===== config.mk =====
export PLATFORM = sky130hd
export DESIGN_NAME = grid_renderer_flat
export DESIGN_NICKNAME = d
export VERILOG_FILES = /design/src/rtl/grid_renderer_if.sv /design/src/rtl/grid_renderer.sv /design/src/flat_wrapper.sv
export SDC_FILE = /design/constraint.sdc
export NUM_CORES = 1
export LEC_CHECK = 0
export BUFFER_PORTS_ARGS = -buffer_cell sky130_fd_sc_hd__buf_2
export CAP_MARGIN = 20
export CORE_MARGIN = 2
export CORE_UTILIZATION = 55
export DETAILED_ROUTE_END_ITERATION = 16
export MAX_ROUTING_LAYER = met4
export PLACE_DENSITY_LB_ADDON = 0.2
export SLEW_MARGIN = 20
export SYNTH_ARGS = -nofsm -noshare
export SYNTH_HDL_FRONTEND = slang
export SYNTH_SLANG_ARGS = --single-unit

===== constraint.sdc =====
create_clock -name clk -period 3.1 [get_ports clk]
set_input_delay 0.465 -clock clk [delete_from_list [all_inputs] [get_ports clk]]
set_output_delay 0.465 -clock clk [all_outputs]
set_load 0.01 [all_outputs]

===== src/rtl/grid_renderer_if.sv =====
// Pixel-stream bundle between the VGA timing side and the grid renderer.
//   master: drives x, y, video_on, cells, error, cursor_en, cursor_row, cursor_col;
//           receives rgb, video_on_d.
//   slave : the renderer, with the directions reversed.
// ROWS/COLS must match the renderer instance they connect to.
interface grid_renderer_if #(
  parameter int ROWS = 4,
  parameter int COLS = 4
);
  localparam int RIW = (ROWS > 1) ? $clog2(ROWS) : 1;
  localparam int CIW = (COLS > 1) ? $clog2(COLS) : 1;

  logic [9:0]             x;
  logic [9:0]             y;
  logic                   video_on;
  logic [ROWS*COLS*12-1:0] cells;
  logic                   error;
  logic                   cursor_en;
  logic [RIW-1:0]         cursor_row;
  logic [CIW-1:0]         cursor_col;
  logic [11:0]            rgb;
  logic                   video_on_d;

  modport master (
    output x, y, video_on, cells, error, cursor_en, cursor_row, cursor_col,
    input  rgb, video_on_d
  );

  modport slave (
    input  x, y, video_on, cells, error, cursor_en, cursor_row, cursor_col,
    output rgb, video_on_d
  );
endinterface


===== src/rtl/grid_renderer.sv =====
// Renders a ROWS x COLS grid of solid-colour cells, separated by gaps and
// surrounded by a frame border, into a 12-bit VGA pixel stream.
// Two registered stages: classify the pixel, then pick its colour.
// All cell/error/cursor inputs are snapshotted at pixel (0,0) so a frame
// never tears. The border blinks while error is held.
// Ports:
//   clk   - pixel clock
//   rst_n - asynchronous active-low reset
//   bus   - grid_renderer_if.slave (pixel position/qualifier, cell colours,
//           error, cursor controls in; rgb and video_on_d out, latency 2)
module grid_renderer #(
  parameter int          ROWS         = 4,
  parameter int          COLS         = 4,
  parameter int          CELL         = 100,
  parameter int          GAP          = 4,
  parameter int          BORDER_X     = 110,
  parameter int          BORDER_Y     = 30,
  parameter int          CURSOR_W     = 2,
  parameter int          BLINK_FRAMES = 30,
  parameter logic [11:0] BORDER_COLOR = 12'h606,
  parameter logic [11:0] ERROR_COLOR  = 12'hFFF,
  parameter logic [11:0] GAP_COLOR    = 12'h7FF,
  parameter logic [11:0] CURSOR_COLOR = 12'hFF0
) (
  input logic            clk,
  input logic            rst_n,
  grid_renderer_if.slave bus
);

  localparam int P   = CELL + GAP;
  localparam int GW  = COLS * P + GAP;
  localparam int GH  = ROWS * P + GAP;
  localparam int RIW = (ROWS > 1) ? $clog2(ROWS) : 1;
  localparam int CIW = (COLS > 1) ? $clog2(COLS) : 1;
  localparam int NW  = ROWS * COLS * 12;
  localparam int BCW = (BLINK_FRAMES > 1) ? $clog2(BLINK_FRAMES) : 1;
  localparam int BLINK_LAST = (BLINK_FRAMES > 0) ? BLINK_FRAMES - 1 : 0;

  localparam logic [11:0] X_LO    = 12'(BORDER_X);
  localparam logic [11:0] X_HI    = 12'(BORDER_X + GW);
  localparam logic [11:0] Y_LO    = 12'(BORDER_Y);
  localparam logic [11:0] Y_HI    = 12'(BORDER_Y + GH);
  localparam logic [11:0] GAP_W   = 12'(GAP);
  localparam logic [11:0] NEAR_LO = 12'(GAP + CURSOR_W);
  localparam logic [11:0] NEAR_HI = 12'(GAP + CELL - CURSOR_W);

  typedef enum logic [1:0] {CLS_BORDER, CLS_GAP, CLS_CELL} cls_t;

  // snapshot registers
  logic [NW-1:0]  cells_q;
  logic           err_q;
  logic           cur_en_q;
  logic [RIW-1:0] cur_row_q;
  logic [CIW-1:0] cur_col_q;
  logic [BCW-1:0] blink_cnt;
  logic           blink_ph;

  // stage 1
  cls_t           s1_cls;
  logic [RIW-1:0] s1_row;
  logic [CIW-1:0] s1_col;
  logic           s1_edge;
  logic           s1_vo;

  logic        frame_start;
  logic [11:0] xe, ye, gx, gy, offx, offy;
  logic [RIW-1:0] row_c;
  logic [CIW-1:0] col_c;
  logic        in_grid, edge_c;
  cls_t        cls_c;
  logic [11:0] cell_rgb, rgb_c, rgb_q;
  logic        cursor_hit;
  logic        vod_q;

  assign frame_start = (bus.x == 10'd0) && (bus.y == 10'd0);

  // Row/column found by a constant pitch-boundary chain instead of a divider.
  // The chain also runs to index COLS/ROWS so the trailing gap after the
  // last cell yields an offset below GAP.
  always_comb begin
    xe    = {2'b00, bus.x};
    ye    = {2'b00, bus.y};
    gx    = xe - X_LO;
    gy    = ye - Y_LO;
    col_c = '0;
    row_c = '0;
    offx  = gx;
    offy  = gy;
    for (int unsigned c = 1; c <= COLS; c++) begin
      if (gx >= 12'(c * P)) begin
        offx = gx - 12'(c * P);
        if (c < COLS) col_c = CIW'(c);
      end
    end
    for (int unsigned r = 1; r <= ROWS; r++) begin
      if (gy >= 12'(r * P)) begin
        offy = gy - 12'(r * P);
        if (r < ROWS) row_c = RIW'(r);
      end
    end
    in_grid = (xe >= X_LO) && (xe < X_HI) && (ye >= Y_LO) && (ye < Y_HI);
    edge_c  = (offx < NEAR_LO) || (offx >= NEAR_HI) ||
              (offy < NEAR_LO) || (offy >= NEAR_HI);
    if (!in_grid)                           cls_c = CLS_BORDER;
    else if ((offx < GAP_W) || (offy < GAP_W)) cls_c = CLS_GAP;
    else                                    cls_c = CLS_CELL;
  end

  always_ff @(posedge clk or negedge rst_n) begin
    if (!rst_n) begin
      s1_cls  <= CLS_BORDER;
      s1_row  <= '0;
      s1_col  <= '0;
      s1_edge <= 1'b0;
      s1_vo   <= 1'b0;
    end else begin
      s1_cls  <= cls_c;
      s1_row  <= row_c;
      s1_col  <= col_c;
      s1_edge <= edge_c;
      s1_vo   <= bus.video_on;
    end
  end

  always_ff @(posedge clk or negedge rst_n) begin
    if (!rst_n) begin
      cells_q   <= '0;
      err_q     <= 1'b0;
      cur_en_q  <= 1'b0;
      cur_row_q <= '0;
      cur_col_q <= '0;
    end else if (frame_start) begin
      cells_q   <= bus.cells;
      err_q     <= bus.error;
      cur_en_q  <= bus.cursor_en;
      cur_row_q <= bus.cursor_row;
      cur_col_q <= bus.cursor_col;
    end
  end

  // A rising error restarts in the "on" phase so the first error frame shows it.
  always_ff @(posedge clk or negedge rst_n) begin
    if (!rst_n) begin
      blink_cnt <= '0;
      blink_ph  <= 1'b1;
    end else if (frame_start) begin
      if (!bus.error || !err_q) begin
        blink_cnt <= '0;
        blink_ph  <= 1'b1;
      end else if (BLINK_FRAMES > 0) begin
        if (blink_cnt == BCW'(BLINK_LAST)) begin
          blink_cnt <= '0;
          blink_ph  <= ~blink_ph;
        end else begin
          blink_cnt <= blink_cnt + 1'b1;
        end
      end
    end
  end

  // stage 2: colour select
  always_comb begin
    cell_rgb = '0;
    for (int unsigned r = 0; r < ROWS; r++) begin
      for (int unsigned c = 0; c < COLS; c++) begin
        if ((s1_row == RIW'(r)) && (s1_col == CIW'(c)))
          cell_rgb = cells_q[(r*COLS + c)*12 +: 12];
      end
    end
    // out-of-range cursor coordinates never equal a classified row/col
    cursor_hit = cur_en_q && (s1_row == cur_row_q) && (s1_col == cur_col_q) && s1_edge;
    rgb_c = '0;
    if (s1_vo) begin
      case (s1_cls)
        CLS_BORDER: rgb_c = (err_q && blink_ph) ? ERROR_COLOR : BORDER_COLOR;
        CLS_GAP:    rgb_c = GAP_COLOR;
        CLS_CELL:   rgb_c = cursor_hit ? CURSOR_COLOR : cell_rgb;
        default:    rgb_c = '0;
      endcase
    end
  end

  always_ff @(posedge clk or negedge rst_n) begin
    if (!rst_n) begin
      rgb_q <= '0;
      vod_q <= 1'b0;
    end else begin
      rgb_q <= rgb_c;
      vod_q <= s1_vo;
    end
  end

  assign bus.rgb        = rgb_q;
  assign bus.video_on_d = vod_q;

endmodule


===== src/flat_wrapper.sv =====
// flat-port wrapper written by rule: the top's interface ports become plain ports
module grid_renderer_flat 
#(
  parameter int          ROWS         = 4,
  parameter int          COLS         = 4,
  parameter int          CELL         = 100,
  parameter int          GAP          = 4,
  parameter int          BORDER_X     = 110,
  parameter int          BORDER_Y     = 30,
  parameter int          CURSOR_W     = 2,
  parameter int          BLINK_FRAMES = 30,
  parameter logic [11:0] BORDER_COLOR = 12'h606,
  parameter logic [11:0] ERROR_COLOR  = 12'hFFF,
  parameter logic [11:0] GAP_COLOR    = 12'h7FF,
  parameter logic [11:0] CURSOR_COLOR = 12'hFF0
)
  (clk, rst_n, bus_x, bus_y, bus_video_on, bus_cells, bus_error, bus_cursor_en, bus_cursor_row, bus_cursor_col, bus_rgb, bus_video_on_d);
  grid_renderer_if #(.ROWS(ROWS), .COLS(COLS)) bus_i ();
  input logic clk;
  input logic rst_n;
  input wire logic [$bits(bus_i.x)-1:0] bus_x;
  input wire logic [$bits(bus_i.y)-1:0] bus_y;
  input wire logic [$bits(bus_i.video_on)-1:0] bus_video_on;
  input wire logic [$bits(bus_i.cells)-1:0] bus_cells;
  input wire logic [$bits(bus_i.error)-1:0] bus_error;
  input wire logic [$bits(bus_i.cursor_en)-1:0] bus_cursor_en;
  input wire logic [$bits(bus_i.cursor_row)-1:0] bus_cursor_row;
  input wire logic [$bits(bus_i.cursor_col)-1:0] bus_cursor_col;
  output wire logic [$bits(bus_i.rgb)-1:0] bus_rgb;
  output wire logic [$bits(bus_i.video_on_d)-1:0] bus_video_on_d;
  assign bus_i.x = bus_x;
  assign bus_i.y = bus_y;
  assign bus_i.video_on = bus_video_on;
  assign bus_i.cells = bus_cells;
  assign bus_i.error = bus_error;
  assign bus_i.cursor_en = bus_cursor_en;
  assign bus_i.cursor_row = bus_cursor_row;
  assign bus_i.cursor_col = bus_cursor_col;
  assign bus_rgb = bus_i.rgb;
  assign bus_video_on_d = bus_i.video_on_d;
  grid_renderer #(.ROWS(ROWS), .COLS(COLS), .CELL(CELL), .GAP(GAP), .BORDER_X(BORDER_X), .BORDER_Y(BORDER_Y), .CURSOR_W(CURSOR_W), .BLINK_FRAMES(BLINK_FRAMES), .BORDER_COLOR(BORDER_COLOR), .ERROR_COLOR(ERROR_COLOR), .GAP_COLOR(GAP_COLOR), .CURSOR_COLOR(CURSOR_COLOR)) u_core (.clk(clk), .rst_n(rst_n), .bus(bus_i));
endmodule

---- Yosys cells after proc, flatten, opt, wreduce, memory -nomap -nowiden ----
Index checks and enable logic that the tools add are counted.
operators by class
  $add $sub $neg .......................... 11
  order comparisons ....................... 18
  eq/ne operators ......................... 11
  mux-type cells .......................... 40
  bitwise gates (word level) .............. 1
  reductions and logical operators ........ 38
operators by type and width
  cell                                                   number
  two-way mux 12 bit                                     27
  >= comparator 12 x 7 -> 1 bit (second input constant)  4
  >= comparator 12 x 9 -> 1 bit (second input constant)  4
  < comparator 12 x 3 -> 1 bit (second input constant)   4
  subtractor 12 x 9 -> 12 bit (second input constant)    4
  one-hot mux 12 bit (3 select lines)                    1
  >= comparator 12 x 8 -> 1 bit (second input constant)  2
  logical AND 1 bit                                      24
  subtractor 12 x 7 -> 12 bit (second input constant)    2
  subtractor 12 x 8 -> 12 bit (second input constant)    2
  logical NOT 10 bit                                     2
  two-way mux 2 bit                                      6
  subtractor 10 x 5 -> 11 bit (second input constant)    1
  subtractor 10 x 7 -> 11 bit (second input constant)    1
  equality test 2 bit (second input constant)            5
  >= comparator 10 x 5 -> 1 bit (second input constant)  1
  >= comparator 10 x 7 -> 1 bit (second input constant)  1
  < comparator 10 bit (second input constant)            1
  < comparator 10 x 9 -> 1 bit (second input constant)   1
  two-way mux 5 bit                                      2
  equality test 2 x 1 -> 1 bit (second input constant)   3
  logical NOT 2 bit                                      3
  adder 5 x 1 -> 5 bit (second input constant)           1
  equality test 5 bit (second input constant)            1
  other kinds (7)                                        16
word-level totals
  register bits after elaboration ......... 225
  output and inout bits ................... 13
  word-level logic and storage cells ...... 133

---- Logic depth before layout (Yosys ltp) ----
Gate-level depths: netlist of run 1.
  word-level depth ........................ 21
  gate-level depth with buffers ........... 16
  depth with buffers taken out ............ 14

---- Worst setup path after synthesis of run 1 ----
OpenSTA, ideal clock, no wires.
  kind .................................... input-to-reg
  start point ............................. input port bus_x[1]
  end point ............................... register u_core.s1_cls[1]
  data arrival time ....................... 3957 ps
  slack ................................... -977 ps
  stages on the path ...................... 14
  path buffers ............................ 0
  cell sequence ........................... ha_1 > a21oi_2 > xnor2_1 > inv_1 > ha_1 > or3b_1 > o22ai_1 > o31a_1 > a211oi_1 > or3_1 > o31a_1 > a2111oi_2 > nand3_1 > and3b_1
between the ends
  longest elaborated chain between the ends .. 10
  elaborated cells on any way between the ends .. 22
  those cells by class .................... add/sub (5); order compare (7); mux (6); reduce/logical (4)
RTL lines
  what                                                                          line                                      RTL
  from (decl)                                                                   flat_wrapper.sv:21                        input wire logic [$bits(bus_i.x)-1:0] bus_x;
  subtractor 10 x 7 -> 11 bit                                                   grid_renderer.sv:83                       gx = xe - X_LO;
  subtractor 12 x 7 -> 12 bit or >= comparator 12 x 7 -> 1 bit (tied branches)  grid_renderer.sv:91, grid_renderer.sv:90
  two-way mux 12 bit (4 in series)                                              grid_renderer.sv:90                       if (gx >= 12'(c * P)) begin
  < comparator 12 x 3 -> 1 bit                                                  grid_renderer.sv:105                      else if ((offx < GAP_W) || (offy < GAP_W)) cls_c = CLS_GAP;
  logical OR 1 bit                                                              grid_renderer.sv:105
  two-way mux 2 bit                                                             grid_renderer.sv:105
  two-way mux 2 bit *                                                           grid_renderer.sv:104                      if (!in_grid) cls_c = CLS_BORDER;
  net u_core.cls_c[1]                                                           grid_renderer.sv:70                       cls_t cls_c;
  to (signal assigned)                                                          grid_renderer.sv:117                      s1_cls <= cls_c;
  to (decl)                                                                     grid_renderer.sv:59                       cls_t s1_cls;
Mark *: on every way through the listed nets, which the timed path passes. The rest lies on a longest branch.
A chain may end at the register's enable or synchronous reset.

---- Worst setup path after layout of run 1 ----
  start point ............................. input port bus_x[4]
  end point ............................... register u_core.s1_cls[1]
The elaborated chain is that of the path after synthesis.

==> out/metrics.cfg, run 1 <==
[timing]
skew_ps = 8.41
final_max_slew_viol_count = 0
worst_slew_pin_slew_ps = 707
slew-limit-headroom = 0.529
min_period_ps = 3070
finalCritPeriodShare = 0.991
rsz0062_at_grt = yes
setup_tns_ps = 0
fmax_mhz = 325
hold_viol_final = 0
setup_viol = 0
hold_ws_ps = 71.5

[floorplanning]
die_h_um = 156
start_util = 0.559
die_w_um = 156
coreArea_um2 = 22600
die_area_um2 = 24300
fp-row-count = 55
num_io_pins = 234

[synth]
synth_nets = 1361
yosysWarnings = 0
synth_simple_gate_area_frac = 0.111
avgSynthCellArea_um2 = 11.4
synth_area_leaders = dfrtp_1 (44%), mux2_2 (18%), mux4_2 (3.6%)
synthArstFlopShare = 1.00
ys_seq_area_frac = 0.445
synthAdderAreaFrac = 0.0316
synth_cell_types = 96
synth_top_family_by_area = multiplexers
synth_xor_area_frac = 0.0155
synth_mux_area_frac = 0.236
synthDominantCellAreaShare = 0.443
synth_compound_area_frac = 0.130
syn_area_um2 = 12700
synth-edff-count = 0
ys_seq_elements = 225
synth_largest_area_cell = dfrtp_1
synthFlopType = dfrtp_1
synth_cells = 1108

[clocking]
cts_tree = done
cts_buffers = 23
insertion_delay_ps = 500
clk_pin_slew_ps = 60
htree_levels = 1
cts_sinks = 225
cts-root-buf = clkbuf_16
cts_max_path_buffers = 3

[route]
drt-vias-per-instance = 5.95
first_iter_violations = 615
vias = 10600
wire_per_inst_um = 21.0
drt-pass1-iter-count = 5
routed_wl_um = 37400
antenna_left = 0
drc = 0

[hold_path]
min_delay_worst_endpoint = u_core.s1_vo
hold_depth = 1
min-delay-start = bus_video_on
hold_class = in -> reg

[setup_path]
cp_cell_sequence = buf_2 > a31oi_4 > or3_4 > and2_4 > inv_6 > ha_1 > a31o_1 > o31a_1 > nor3_1 > nor4_1 > a311o_1 > a2111oi_4 > nand3_1 > and3b_1
rrSetupSlack_ps = 380
crit_fanout = 5
regToRegEndpoint = u_core.bus.rgb[1]
cp.required_ps = 3480
slowest_stage = a311o_1
cp-start-kind = input pin
crit_type = in -> reg
max_stage_delay_ps = 440
rr_worst_depth = 7
critPathArrivalTime_ps = 3460
worstReg2RegStart = u_core.s1_row[0]
endpoint_kind = flip-flop

[flow_run]
maxCapViolations = 0

[grt]
grt_max_degree = 73
first_global_vias = 11000
grt_pass1_wl_um = 58500
grt_usage = 0.318
antenna_found_initial = 8
overflow = 0

[power]
finalPower_uw = 7120
ir_drop_v = 0.000363
p_leak_uw = 0.00807
powerDensity_nw_per_um2 = 439

[layout]
final_nets = 1723
areaGrowthSynthToFinish_pct = 28.1
final_util = 0.717
drive_gt1_frac = 0.486

[placement]
hpwlAfterDp_um = 28600
io_buffers = 233
gp_congestion = 0.950

[status]
status = complete, no violations

## worst max path at each step
stage,start,end,slack [ps],depth (start not counted)
3_3_place_gp,bus_x[3],u_core.s1_cls[1],-470,14
5_1_grt,bus_x[3],u_core.s1_cls[1],-80,14
6_report,bus_x[4],u_core.s1_cls[1],30,14
2_1_floorplan,bus_x[3],u_core.s1_edge,-330,16
4_1_cts,bus_x[3],u_core.s1_cls[1],30,14
3_5_place_dp,bus_x[3],u_core.s1_cls[1],-490,14
## cells in the mapped netlist (all sizes together), types with 4 or more instances
library cell / number
mux2i: 22
a22oi: 5
nor2: 67
o311a: 4
dfrtp: 224
nand3: 23
ha: 32
nor3: 28
clkbuf: 44
a41oi: 4
a221oi: 14
nand2: 68
and4: 4
and3: 9
a21boi: 4
o211ai: 9
a21oi: 52
mux4: 20
a21o: 11
o31ai: 4
nor4: 6
or3: 7
a31oi: 8
nor3b: 9
xnor2: 10
nand2b: 6
inv: 22
xor2: 9
and2: 5
o21ai: 33
mux2: 206
nor2b: 8
o2111ai: 4
a2111oi: 4
a211oi: 11
o221ai: 6
buf: 22
nand4: 14
o22ai: 13
## power breakdown
part / internal (uW) / switching (uW)
logic: 668 / 799
clock network: 1530 / 1130
registers: 2950 / 36.7
total: 5150 / 1970
## critical path: cells and delay by family
kind	cells	cell delay, ps
and+or+nand+nor	6	1010
adders and majority gates	1	200
buffers and inverters	2	190
AOI/OAI and AO/OA	5	1600
## state kept, by name, summed over array words and instances, names as in the netlist
| register | flops |
|---|---|
| u_core.s1_row | 2 |
| u_core.blink_cnt | 5 |
| u_core.err_q | 1 |
| u_core.cur_row_q | 2 |
| u_core.blink_ph | 1 |
| u_core.cur_col_q | 2 |
| u_core.s1_edge | 1 |
| u_core.s1_cls | 2 |
| u_core.cells_q | 192 |
| u_core.s1_col | 2 |
| u_core.cur_en_q | 1 |
| u_core.bus.rgb | 12 |
| u_core.bus.video_on_d | 1 |
| u_core.s1_vo | 1 |
## placed cells by master (no fill, tap or decap), types with 18 or more instances in the layout
| cell type | n |
|---|---|
| dfrtp_1 | 222 |
| inv_1 | 18 |
| buf_2 | 230 |
| nor2_1 | 65 |
| clkbuf_16 | 23 |
| nor3_1 | 25 |
| nand2_1 | 66 |
| mux2i_1 | 22 |
| nand3_1 | 22 |
| mux4_2 | 20 |
| a21oi_1 | 48 |
| o21ai_0 | 30 |
| mux2_2 | 205 |
| ha_1 | 28 |
| buf_4 | 162 |
## stage by stage
stage          std cells  instance area (um^2)  setup slack, ps
2_1_floorplan       1108                 12800             -326
3_3_place_gp        1724                 15300             -468
3_5_place_dp        1724                 15300             -486
4_1_cts             1766                 16100             27.0
5_1_grt             1779                 16200            -81.0
6_report            1780                 16200             26.8
## cell families (layout without fill, tap and decap cells)
family          Yosys count  after routing
compound gates          222            222
xor+xnor                 19             19
fa+ha+maj                32             32
buf+inv                  90            468
flops                   225            225
mux                     248            248
other cells               0              9
simple gates            272            272
## cell type report
class | count | area, um^2
inverters | 24 | 95.1
fillers | 1657 | 6420
flip-flops and latches | 225 | 5630
well taps | 285 | 357
diodes | 9 | 22.5
clock inverters | 6 | 58.8
repair buffers | 403 | 2570
multi-input cells | 793 | 6840
clock buffers | 35 | 651
## per-layer routing
layer,global-route usage,vias up,share of wire
li1,-,4887,-
met3,0.0408,94,0.055
met5,-,-,0
met2,0.540,367,0.50
met4,0.125,0,0.042
met1,0.389,5236,0.41
## timing repair
action / 4_1_cts / 5_1_grt
hold buffers: 1 / 0
gates resized for setup: 0 / 21
setup buffers: 0 / 5
setup endpoints to repair: 0 / 3
endpoints found under the hold margin: 68 / 0
(Power assumes the default switching activity.)
==> inputs of run 2 (changes only) <==
--- a/config.mk
+++ b/config.mk
@@ -7,11 +7,13 @@
 export LEC_CHECK = 0
 export BUFFER_PORTS_ARGS = -buffer_cell sky130_fd_sc_hd__buf_2
 export CAP_MARGIN = 20
-export CORE_MARGIN = 2
-export CORE_UTILIZATION = 55
+export CELL_PAD_IN_SITES_DETAIL_PLACEMENT = 0
+export CELL_PAD_IN_SITES_GLOBAL_PLACEMENT = 2
+export CORE_UTILIZATION = 37
 export DETAILED_ROUTE_END_ITERATION = 16
 export MAX_ROUTING_LAYER = met4
 export PLACE_DENSITY_LB_ADDON = 0.2
+export SKIP_LAST_GASP = 1
 export SLEW_MARGIN = 20
 export SYNTH_ARGS = -nofsm -noshare
 export SYNTH_HDL_FRONTEND = slang
==> run 2 against run 1 <==
Against the previous run:
- register-to-register slack hardly changed
- final cell count is 9.9% higher
- worst hold slack worse by 20 ps
- setup slack worse by 12 ps
- combinational power hardly changed
- die area is 44% higher
- global-route usage is 8.2 points lower
- critical path depth is 1 higher
- critical endpoint is now u_core.s1_edge
- utilization is 22 points lower
- sequential cell count stayed put
==> out/metrics.cfg, run 2 (synthesis results as in run 1) <==
[route]
wire_per_inst_um = 20.4  ; -2.8%
drt-pass1-iter-count = 5  ; unchanged
drc = 0  ; unchanged
antenna_left = 0  ; unchanged
routed_wl_um = 40000  ; +6.9%
drt-vias-per-instance = 5.30  ; -11%
first_iter_violations = 459  ; -25%
vias = 10400  ; -2.0%

[setup_path]
crit_buf_inv = 2  ; unchanged
cp_cell_sequence = buf_8 > ha_4 > a21oi_4 > xnor2_4 > inv_2 > ha_4 > or3b_4 > o22ai_4 > o31a_1 > a211oi_2 > or3_4 > o31a_1 > a221o_1 > a32oi_1 > nand4b_1
cp-start-kind = input pin
max_stage_delay_ps = 380  ; -60 ps
cp.required_ps = 3490  ; about the same
path_delay_family = compound AO/OA/AOI/OAI gates
critPathArrivalTime_ps = 3470  ; about the same
crit_type = in -> reg
crit_fanout = 5  ; unchanged
endpoint_kind = flip-flop
slowest_stage = or3b_4

[grt]
grt_use_met3 = 0.0240  ; -0.0168
grt_pass1_wl_um = 62000  ; +6.0%
overflow = 0  ; unchanged
antenna_found_initial = 6  ; -2
grt_max_degree = 81  ; +11%
grt_usage = 0.235  ; -0.0824
grt_use_met2 = 0.411  ; -0.129
grt.met1_usage = 0.292  ; -0.0969
first_global_vias = 10800  ; -2.2%
grt.busiest_layer = met2

[layout]
drive_gt1_frac = 0.495  ; +0.00948
final_design_area_no_fill_um2 = 16600  ; +2.6%
areaGrowthSynthToFinish_pct = 31.4
largest_register_ffs = 192  ; unchanged
nFillCells = 3122  ; +88%
multi_input_area_um2 = 6850  ; +0.16%
seq_area_um2 = 5640  ; about the same
final_nets = 1741  ; +1.0%
layout_common_cells = buf_2 (229), dfrtp_1 (222), mux2_2 (205)
final_common_cell = buf_2
regMostFlops = u_core.cells_q
final_util = 0.495  ; -0.221

[power]
switchingPower_uw = 2020  ; +2.5%
finalPower_uw = 7260  ; +1.9%
powerDensity_nw_per_um2 = 436  ; -0.67%
p_leak_uw = 0.00818  ; +1.3%
pwr-share-seq = 0.413  ; -0.007
ir_drop_v = 0.000362  ; -0.20%
combinationalPowerShare = 0.207  ; about the same
p_int_uw = 5240  ; +1.7%
clock_power_share = 0.380  ; +0.006
swShare = 0.278  ; +0.00149

[status]
status = complete, no violations

[timing]
fmax_mhz = 324  ; -0.37%
hold_viol_final = 0  ; unchanged
finalCritPeriodShare = 0.995  ; +0.00372
hold_ws_ps = 51.1  ; -20.4 ps
min_period_ps = 3080  ; +11.5 ps
skew_ps = 10.8  ; +2.34 ps
setup_viol = 0  ; unchanged
final_max_slew_viol_count = 0  ; unchanged
setup_tns_ps = 0  ; unchanged
slew-limit-headroom = 0.579  ; +0.0503
rsz0062_at_grt = yes
worst_slew_pin_slew_ps = 631  ; -75.4 ps

[clocking]
cts_sinks = 225  ; unchanged
cts_buffers = 24  ; +4.3%
cts_tree = done
clk_pin_slew_ps = 60  ; about the same
insertion_delay_ps = 520  ; +20 ps
cts_max_path_buffers = 3  ; unchanged
htree_levels = 1  ; unchanged
cts-root-buf = clkbuf_16

[flow_run]
maxCapViolations = 0  ; unchanged

[floorplanning]
num_io_pins = 234  ; unchanged
die_area_um2 = 35000  ; +44%
die_w_um = 187  ; +20%
fp-row-count = 67  ; +22%
coreArea_um2 = 33600  ; +48%
start_util = 0.377  ; -0.183
die_h_um = 187  ; +20%

[hold_path]
hold_class = in -> reg

[placement]
hpwlAfterDp_um = 31800  ; +11%
placed_area_um2 = 15700  ; +2.4%
io_buffers = 233  ; unchanged
gp_congestion = 0.873  ; -8.1%

## run 2: cell types whose count changed in the layout (fill, tap and decap cells not counted), sizes merged
| cell | change |
|---|---|
| clkbuf | +2 |
| inv | -1 |
| clkinv | +1 |
| buf | +17 |
| bufinv | -1 |
| diode | -4 |
## run 2: what timing repair did
item / in CTS / in global routing
endpoints found under the hold margin: 49 / 0
hold buffers: 1 / 0
gates resized for setup: 2 / 26
gates cloned: 0 / 0
endpoints found under the setup margin: 2 / 3
buffers inserted: 0 / 5
pin swaps: 0 / 11
## run 2: worst reg2reg max path, delay by kind of cell, from the launching register on
| kind | cells | cell delay [ps] |
|---|---|---|
| muxes | 1 | 430 |
| AOI/OAI and AO/OA | 6 | 1200 |
| and+or+nand+nor | 1 | 170 |
| DFF | 1 | 770 |
## run 2: cell type report
type | count | share of cell area
clock buffers | 37 | 0.0433
diodes | 5 | 0.000752
inverters | 24 | 0.00571
clock inverters | 5 | 0.00195
multi-input cells | 793 | 0.411
well taps | 448 | 0.0337
repair buffers | 420 | 0.165
flip-flops and latches | 225 | 0.339
## run 2: path summary, 6_finish.rpt
check                               startpoint                   to  slack [ps]  depth (start not counted)
setup / recovery                      bus_x[1]       u_core.s1_edge          20                         15
hold / removal                    bus_video_on         u_core.s1_vo          50                          1
setup reg to reg              u_core.s1_col[1]   u_core.bus.rgb[10]         390                          8
hold reg to reg            u_core.blink_cnt[4]  u_core.blink_cnt[4]         500                          1
max in group asynchronous                rst_n     u_core.s1_col[0]        1840                          3
min in group asynchronous                rst_n   u_core.cells_q[89]         450                          2
## run 2: through the flow
step / instances / setup WS (ps)
finish: 1957 / 15.3
global route: 1957 / -81.2
CTS: 1947 / 4.84
detailed placement: 1904 / -580
global placement: 1904 / -571
floorplan: 1108 / -326
## run 2: routing by layer
layer  share of wire  vias to the layer above
li1                -                     4927
met1            0.43                     5173
met2            0.51                      226
met3           0.037                       46
met4           0.019                        0
met5               0                        -
## run 2: power by group through the flow
stage / Sequential [uW] / Clock, uW / Combinational, uW
floorplan: 3020 / 0 / 739
global placement: 3050 / 0 / 1490
detailed placement: 3050 / 0 / 1480
CTS: 3000 / 2830 / 1480
global route: 3000 / 2950 / 1630
finish: 3000 / 2760 / 1500
==> inputs of run 3 (changes only) <==
--- a/config.mk
+++ b/config.mk
@@ -12,7 +12,7 @@
 export CORE_UTILIZATION = 37
 export DETAILED_ROUTE_END_ITERATION = 16
 export MAX_ROUTING_LAYER = met4
-export PLACE_DENSITY_LB_ADDON = 0.2
+export PLACE_DENSITY = 0.81
 export SKIP_LAST_GASP = 1
 export SLEW_MARGIN = 20
 export SYNTH_ARGS = -nofsm -noshare
==> run 3 against run 2 <==
Against the previous run:
- the run now ends with setup timing left
- via count grew 0.65%
- sequential share of layout area is 0.25 points higher
- maximum frequency fell by 3.1%
- clock power grew 4%
- sequential cell count unchanged
- utilization decreased by 0.39 points
- clock skew shrank 3.7 ps
- total power rose by 1.3%
- global-route usage decreased by 0.25 points
- combinational power about the same
- critical endpoint unchanged
- largest cell class unchanged
==> out/metrics.cfg, run 3 (synthesis results as in run 1) <==
[clocking]
cts_max_path_buffers = 3  ; unchanged
cts-root-buf = clkbuf_16
cts_tree = done
insertion_delay_ps = 520  ; about the same
htree_levels = 1  ; unchanged
cts_sinks = 225  ; unchanged
clk_pin_slew_ps = 60  ; about the same
cts_buffers = 25  ; +4.2%

[timing]
hold_viol_final = 0  ; unchanged
worst_slew_pin_slew_ps = 580  ; -51.0 ps
finalCritPeriodShare = 1.03  ; +0.0315
setup_tns_ps = -114  ; -114 ps
slew-limit-headroom = 0.613  ; +0.0340
rsz0062_at_grt = yes
setup_ws_ps = -82.3  ; -97.6 ps
skew_ps = 7.06  ; -3.69 ps
min_period_ps = 3180  ; +97.6 ps
final_max_slew_viol_count = 0  ; unchanged
hold_ws_ps = 54.3  ; +3.18 ps
setup_viol = 2  ; +2
fmax_mhz = 314  ; -3.1%

[grt]
overflow = 0  ; unchanged
grt_use_met2 = 0.386  ; -0.0250
grt.met1_usage = 0.304  ; +0.0125
grt_max_degree = 81  ; unchanged
grt.busiest_layer = met2
first_global_vias = 10900  ; +0.88%
grt_use_met3 = 0.0281  ; +0.00413
antenna_found_initial = 6  ; unchanged
grt_pass1_wl_um = 62100  ; about the same
grt_usage = 0.233  ; -0.00252

[setup_path]
path_delay_family = compound AO/OA/AOI/OAI gates
cp_cell_sequence = buf_8 > ha_4 > a21oi_4 > xnor2_4 > inv_2 > ha_4 > or3b_1 > o22ai_2 > o31a_1 > a211oi_2 > or3_4 > o31a_1 > a221o_1 > a32oi_1 > nand4b_1
endpoint_kind = flip-flop
rr_worst_depth = 9  ; +1
crit_fanout = 4  ; -1
crit_type = in -> reg
critPathArrivalTime_ps = 3570  ; +100 ps
rrSetupSlack_ps = 330  ; -60 ps
cp-start-kind = input pin
slowest_stage = or3_4
regToRegEndpoint = u_core.bus.rgb[6]
crit_buf_inv = 2  ; unchanged
worstReg2RegStart = u_core.s1_col[0]
cp.required_ps = 3490  ; about the same
max_stage_delay_ps = 390  ; about the same
cp-startpoint = bus_x[2]

[placement]
io_buffers = 233  ; unchanged
dp.cells = 1891  ; -0.68%
pre_cts_slack_ps = -542  ; +38.3 ps
gp_congestion = 0.857  ; -1.8%
hpwlAfterDp_um = 30400  ; -4.4%

[flow_run]
maxCapViolations = 0  ; unchanged

[route]
wire_per_inst_um = 20.2  ; -1.1%
antenna_left = 0  ; unchanged
vias = 10400  ; +0.65%
drt-vias-per-instance = 5.35  ; +0.96%
first_iter_violations = 494  ; +7.6%
routed_wl_um = 39500  ; -1.4%
drc = 0  ; unchanged
drt-pass1-iter-count = 5  ; unchanged

[power]
ir_drop_v = 0.000368  ; +1.7%
p_leak_uw = 0.00814  ; -0.48%
finalPower_uw = 7360  ; +1.3%
powerDensity_nw_per_um2 = 445  ; +2.1%

[floorplanning]
coreArea_um2 = 33600  ; unchanged
num_io_pins = 234  ; unchanged
start_util = 0.377  ; unchanged
die_area_um2 = 35000  ; unchanged
fp-row-count = 67  ; unchanged
die_w_um = 187  ; unchanged
die_h_um = 187  ; unchanged

[layout]
nFillCells = 3102  ; -0.64%
regMostFlops = u_core.cells_q
layout_common_cells = buf_2 (229), dfrtp_1 (222), mux2_2 (205)
final_common_cell = buf_2
drive_gt1_frac = 0.489  ; -0.00671
final_cells = 1951  ; -0.31%
largest_register_ffs = 192  ; unchanged
areaGrowthSynthToFinish_pct = 30.4
final_nets = 1730  ; -0.63%

[hold_path]
min_delay_worst_endpoint = u_core.s1_vo
min-delay-start = bus_video_on
hold_class = in -> reg
hold_depth = 1  ; unchanged

[status]
status = finished with violations
failed_checks = setup timing

## run 3: stage by stage
stage          utilization  instance area (um^2)
2_1_floorplan            -                 12800
3_3_place_gp         0.463                 15600
3_5_place_dp         0.463                 15600
4_1_cts              0.488                 16400
5_1_grt              0.491                 16500
6_report             0.491                 16500
## run 3: worst reg2reg max path, delay by kind of cell (launching register included)
| kind | cells | cell delay, ps |
|---|---|---|
| buf+inv | 2 | 480 |
| compound gates | 5 | 940 |
| simple gates | 2 | 650 |
| flops | 1 | 620 |
## run 3: repair_timing
item | 4_1_cts | 5_1_grt
setup endpoints to repair | 1 | 3
pin swaps | 4 | 17
endpoints found under the hold margin | 70 | 0
resized for setup | 2 | 13
setup buffers | 0 | 6
hold buffers | 1 | 0
## run 3: worst max path at each step
stage | to | slack [ps] | cells past startpoint
final | u_core.s1_edge | -80 | 15
after global routing | u_core.s1_edge | -130 | 15
after CTS | u_core.s1_cls[1] | 10 | 15
after detailed placement | u_core.s1_cls[1] | -540 | 16
after global placement | u_core.s1_cls[1] | -520 | 16
after floorplan | u_core.s1_edge | -330 | 16
## run 3: where the power goes
| group | internal (uW) | total [uW] | switching, uW |
|---|---|---|---|
| clock network | 1700 | 2880 | 1190 |
| registers | 2950 | 2990 | 32.2 |
| logic | 669 | 1490 | 819 |
## run 3: area by class of cell
cell class | instances | area [um^2] | share of cell area
Sequential cell | 225 | 5630 | 0.341
Tap cell | 448 | 561 | 0.0339
Timing Repair Buffer | 408 | 2590 | 0.157
Clock buffer | 37 | 761 | 0.0461
Antenna cell | 7 | 17.5 | 0.00106
Inverter | 24 | 95.1 | 0.00576
Clock inverter | 9 | 53.8 | 0.00326
Multi-Input combinational cell | 793 | 6800 | 0.412
## run 3: metal layers
metal	share of wire	vias up
met2	0.49	250
met1	0.45	5236
li1	-	4905
met3	0.041	48
met5	0	-
met4	0.017	0
